===== config.mk =====
export PLATFORM = sky130hd
export DESIGN_NAME = pc_gen
export DESIGN_NICKNAME = d
export VERILOG_FILES = /design/src/rtl/pc_gen.sv
export SDC_FILE = /design/constraint.sdc
export NUM_CORES = 1
export LEC_CHECK = 0
export ABC_AREA = 1
export CAP_MARGIN = 25
export CELL_PAD_IN_SITES_DETAIL_PLACEMENT = 0
export CELL_PAD_IN_SITES_GLOBAL_PLACEMENT = 1
export CORE_MARGIN = 1.5
export CORE_UTILIZATION = 36
export DETAILED_ROUTE_END_ITERATION = 16
export PLACE_DENSITY_LB_ADDON = 0.1
export SETUP_SLACK_MARGIN = 0.1
export SLEW_MARGIN = 20
export SYNTH_ARGS = -nofsm -noshare
export SYNTH_HDL_FRONTEND = slang
export SYNTH_SLANG_ARGS = --single-unit

===== constraint.sdc =====
create_clock -name pcg_clk -period 2.68 [get_ports pcg_clk]
set_input_delay 0.268 -clock pcg_clk [delete_from_list [all_inputs] [get_ports pcg_clk]]
set_output_delay 0.268 -clock pcg_clk [all_outputs]
set_load 0.005 [all_outputs]

===== src/rtl/pc_gen.sv =====
// rtl/pc_gen.sv - IF-stage program counter with prioritised redirects and a return-address stack
module pc_gen #(
  parameter int                     PC_WIDTH     = 32,
  parameter logic [PC_WIDTH-1:0]    RESET_VECTOR = '0,
  parameter int                     INC          = 4,
  parameter int                     RAS_DEPTH    = 4
) (
  input  logic                pcg_clk,
  input  logic                pcg_rst,
  input  logic                pcg_i_ce,
  input  logic                pcg_i_stall,
  input  logic                pcg_i_exc,
  input  logic [PC_WIDTH-1:0] pcg_i_exc_pc,
  input  logic                pcg_i_branch,
  input  logic [PC_WIDTH-1:0] pcg_i_branch_pc,
  input  logic                pcg_i_call,
  input  logic [PC_WIDTH-1:0] pcg_i_call_pc,
  input  logic [PC_WIDTH-1:0] pcg_i_ret_addr,
  input  logic                pcg_i_ret,
  output logic [PC_WIDTH-1:0] pcg_o_pc,
  output logic                pcg_o_ce,
  output logic                pcg_o_flush,
  output logic                pcg_o_misalign,
  output logic                pcg_o_ras_empty,
  output logic                pcg_o_ras_full
);

  localparam int CNT_W = $clog2(RAS_DEPTH + 1);
  localparam int PTR_W = (RAS_DEPTH > 1) ? $clog2(RAS_DEPTH) : 1;
  localparam logic [PC_WIDTH-1:0] INC_V      = PC_WIDTH'(INC);
  localparam logic [PC_WIDTH-1:0] ALIGN_MASK = PC_WIDTH'(INC - 1);
  localparam logic [CNT_W-1:0]    CNT_FULL   = CNT_W'(RAS_DEPTH);
  localparam logic [PTR_W-1:0]    PTR_LAST   = PTR_W'(RAS_DEPTH - 1);

  logic [PC_WIDTH-1:0] ras_mem [RAS_DEPTH];
  logic [PTR_W-1:0]    ras_wp;
  logic [PTR_W-1:0]    wp_next;
  logic [PTR_W-1:0]    wp_prev;
  logic [CNT_W-1:0]    ras_cnt;
  logic                do_push;

  // ras_wp points at the slot the next push writes; the newest entry sits just below it.
  always_comb begin
    wp_next = (ras_wp == PTR_LAST) ? '0 : ras_wp + 1'b1;
    wp_prev = (ras_wp == '0) ? PTR_LAST : ras_wp - 1'b1;
    do_push = pcg_i_ce && pcg_o_ce && !pcg_i_exc && !pcg_i_branch &&
              !pcg_i_stall && pcg_i_call;
  end

  always_ff @(posedge pcg_clk) begin
    if (do_push) begin
      ras_mem[ras_wp] <= pcg_i_ret_addr;
    end
  end

  always_ff @(posedge pcg_clk or negedge pcg_rst) begin
    if (!pcg_rst) begin
      pcg_o_pc    <= RESET_VECTOR;
      pcg_o_ce    <= 1'b0;
      pcg_o_flush <= 1'b0;
      ras_cnt     <= '0;
      ras_wp      <= '0;
    end else begin
      pcg_o_flush <= 1'b0;
      if (!pcg_i_ce) begin
        pcg_o_ce <= 1'b0;
      end else if (!pcg_o_ce) begin
        // Resume: present the held PC once before advancing.
        pcg_o_ce <= 1'b1;
      end else if (pcg_i_exc) begin
        pcg_o_pc    <= pcg_i_exc_pc;
        pcg_o_flush <= 1'b1;
        ras_cnt     <= '0;
        ras_wp      <= '0;
      end else if (pcg_i_branch) begin
        pcg_o_pc    <= pcg_i_branch_pc;
        pcg_o_flush <= 1'b1;
      end else if (pcg_i_stall) begin
        pcg_o_pc <= pcg_o_pc;
      end else if (pcg_i_call) begin
        pcg_o_pc <= pcg_i_call_pc;
        ras_wp   <= wp_next;
        if (ras_cnt != CNT_FULL) begin
          ras_cnt <= ras_cnt + 1'b1;
        end
      end else if (pcg_i_ret && (ras_cnt != '0)) begin
        pcg_o_pc <= ras_mem[wp_prev];
        ras_wp   <= wp_prev;
        ras_cnt  <= ras_cnt - 1'b1;
      end else begin
        pcg_o_pc <= pcg_o_pc + INC_V;
      end
    end
  end

  assign pcg_o_misalign  = pcg_o_ce && ((pcg_o_pc & ALIGN_MASK) != '0);
  assign pcg_o_ras_empty = (ras_cnt == '0);
  assign pcg_o_ras_full  = (ras_cnt == CNT_FULL);

endmodule


==> impl_metrics.csv <==
group,metric,value,unit
sta,worst_slew_margin_rel,0.485,
yosys,synth_top_family_by_area,"simple AND/OR/NAND/NOR gates",
sta,period_share,0.790,
cts,htreeDepth,4,
placed_design,dp_hpwl,17600,um
power,seqPwrFrac,0.408,
global_route,grt_usage,0.202,
routing,avgRoutedWirePerCell,17.2,um
hold_path,hold_path_end,"ras_wp[1]$_DFFE_PN0P_",
yosys,yosysWarnings,0,
critical_path,r2r_setup_slack,0.56,ns
floorplan,initial_utilization,0.370,
finish,area_delta_synth_final,30.4,%
yosys,syn_nets,1094,
critical_path,cp.required,3.01,ns
critical_path,critPathMostFrequentCell,"nand2_1",
critical_path,worstReg2RegStart,"ras_wp[0]$_DFFE_PN0P_",
hold_path,min_path_cells,4,
finish,final_util,0.483,
yosys,yosys.area_share.simple,0.241,
status,outcome,"complete, no violations",
cts,cts_hold_buf,0,
floorplan,fp.dieW,159,um
yosys,synth_top_area_frac,0.439,
sta,skew,0.0240,ns
cts,postCtsSetupRepairBufs,0,
critical_path,startpoint_type,"register",
critical_path,critical_path_class,"register to register",
floorplan,die_h,159,um
yosys,synthMuxAreaShare,0,
floorplan,dieArea,25300,um2
sta,hold_viol,0,
yosys,yosysTopAreaCell,"edfxtp_1",
finish,fillers,2319,
routing,vias_per_cell,4.84,
finish,multi_input_area,3350,um2
sta,rsz0062_at_grt,"no",
yosys,syn_area_per_cell,9.21,um2
global_route,overflow,0,
yosys,synth_compound_area_frac,0.124,
routing,routed-via-count,7031,
sta,tightest_slew,0.771,ns
yosys,async_flop_share,0.234,
sta,whs,0.289,ns
critical_path,ff2ff_path_depth,14,
routing,drc,0,
finish,drive_above_1_share,0.0960,
cts,clkTransAtPathRegs,0.07,ns
power,p_leak,4.38,nW
power,switching_power,2.56,mW
power,peakVddDrop,377,uV
finish,nNetsFinal,1264,
routing,drt-total-wl,25000,um
global_route,first_global_vias,6786,
floorplan,design.core.area,23700,um2
sta,min_period,2.12,ns
power,p_sw_frac,0.337,
sta,setup_viol,0,
placed_design,routabilityCongestion,0.820,
yosys,synthXorXnorAreaFrac,0.00600,
yosys,yosys.area_share.adder,0.00942,
cts,clk_path_buf_depth,2,
yosys,synth_cell_types,39,
critical_path,critPathMaxStageDelay,0.45,ns
power,clockPowerShare,0.322,
finish,n_antenna_cell,0,
floorplan,ios,173,
yosys,ys_ff_latch,167,
hold_path,hp-start,"pcg_i_exc",
power,comb_power_share,0.270,
global_route,grt_max_degree,85,
critical_path,setup.worst_path.start,"ras_wp[0]$_DFFE_PN0P_",
global_route,grt_pass1_wl,39500,um
cts,cts_tree,"yes",
critical_path,arrival,2.44,ns
critical_path,crit_slowest_cell,"dfrtp_1",
finish,final_common_cell,"nand2_1",
placed_design,portBuffers,172,
routing,drtAntennaViolNets,0,
cts,cts.sinks,167,
cts,root_buffer,"clkbuf_16",
routing,drtPass1Iterations,5,
yosys,syn-cell-area,8760,um2
critical_path,crit_family,"simple AND/OR/NAND/NOR gates",
power,p_int,5.05,mW
critical_path,cp_num_buf_inv,3,
yosys,syn_inst,952,
sta,drv_slew,0,
sta,max_clock_freq,473,MHz
power,power_density,666,nW/um2
critical_path,r2r_end,"pcg_o_pc[7]$_DFFE_PN0P_",
yosys,synth_enable_flop_cells,128,
yosys,synth_area_leaders,"edfxtp_1 (44%), dfrtp_1 (11%), nand2_1 (9.3%), nor2_1 (7.2%), a221oi_2 (4.1%)",
flow_run,maxCapViolCount,0,
yosys,ys_seq_area_frac,0.550,
cts,cts_made_buffers,17,
cts,clk_latency,0.43,ns
finish,regArea,4820,um2
floorplan,rows,56,
critical_path,endpoint_kind,"register",
finish,layout_common_cells,"nand2_1 (216), clkdlybuf4s50_1 (170), nor2_1 (162)",
cts,cts_resized,0,
routing,initialDrtViolationCount,390,
critical_path,crit_fanout,84,
global_route,grt_antenna_before_repair,0,
yosys,synth_flop_cell,"edfxtp_1",
hold_path,hp-class,"primary input to register",
critical_path,crit_chain,"inv_2, ha_1, inv_1, nand2_2, buf_12, nand2_1, nand3_1, nand2_1, nand2_1, nand3_1, nand2_1, nand2_1, nand2_1, nand2_1",
[power by group through the flow]
stage          logic [mW]  clock network [mW]  registers, mW
2_1_floorplan        1.21                   0           3.10
3_3_place_gp         2.06                   0           3.16
3_5_place_dp         2.07                   0           3.16
4_1_cts              2.08                2.50           3.10
5_1_grt              2.30                2.62           3.13
6_report             2.05                2.45           3.11
[registers in the layout, indices dropped and copies added (netlist names)]
signal	flops
ras_mem	128
ras_wp	2
pcg_o_flush	1
pcg_o_ce	1
pcg_o_pc	32
ras_cnt	3
[metal layers]
| metal | wire length [um] | track usage | vias up |
|---|---|---|---|
| met5 | 0 | 0 | - |
| li1 | - | - | 3561 |
| met2 | 11400 | 0.313 | 180 |
| met1 | 12100 | 0.294 | 3279 |
| met3 | 1290 | 0.0362 | 11 |
| met4 | 170 | 0.0425 | 0 |
[worst reg2reg max path, cell delays in order, from the launching register on]
cell and delay, ns:
dfrtp_1 0.45, inv_2 0.13, ha_1 0.23, inv_1 0.10
nand2_2 0.08, buf_12 0.29, nand2_1 0.12, nand3_1 0.09
nand2_1 0.12, nand2_1 0.11, nand3_1 0.09, nand2_1 0.09
nand2_1 0.05, nand2_1 0.05, nand2_1 0.04
[Yosys cell counts (10+ instances only)]
cell	n
a21oi_1	49
a221oi_2	24
buf_2	11
buf_6	10
dfrtp_1	39
edfxtp_1	128
inv_1	69
nand2_1	216
nand3_1	71
nand3b_1	14
nor2_1	167
o21ai_0	56
[per-stage QoR]
step	cells	setup slack, ns	area [um2]	setup TNS, ns	power, mW
floorplan	952	-0.169	8760	-21.57	4.32
global placement	1421	0.463	10800	0	5.22
detailed placement	1421	0.434	10800	0	5.23
CTS	1453	0.543	11400	0	7.69
global route	1454	0.354	11400	0	8.05
finish	1454	0.564	11400	0	7.61
[worst max-delay path by stage]
stage | endpoint | depth (start not counted)
2_1_floorplan | ras_mem[3][0]$_DFFE_PP_ | 7
3_3_place_gp | ras_mem[0][21]$_DFFE_PP_ | 7
3_5_place_dp | ras_mem[0][21]$_DFFE_PP_ | 7
4_1_cts | pcg_o_pc[7]$_DFFE_PN0P_ | 14
5_1_grt | pcg_o_pc[7]$_DFFE_PN0P_ | 14
6_report | pcg_o_pc[7]$_DFFE_PN0P_ | 14
[cells by family after synthesis]
family / count (synthesis)
buffers and inverters: 124
and+or+nand+nor: 493
DFF: 167
AOI/OAI and AO/OA: 156
xor gates and xnor gates: 6
adders and majority gates: 6
[final cells by class]
class | instances | area share
Timing Repair Buffer | 192 | 0.170
Sequential cell | 167 | 0.422
Clock buffer | 17 | 0.0372
Clock inverter | 15 | 0.0154
Tap cell | 319 | 0.0349
Multi-Input combinational cell | 661 | 0.293
Inverter | 83 | 0.0277
No activity file was read; power rests on OpenSTA's default activity.
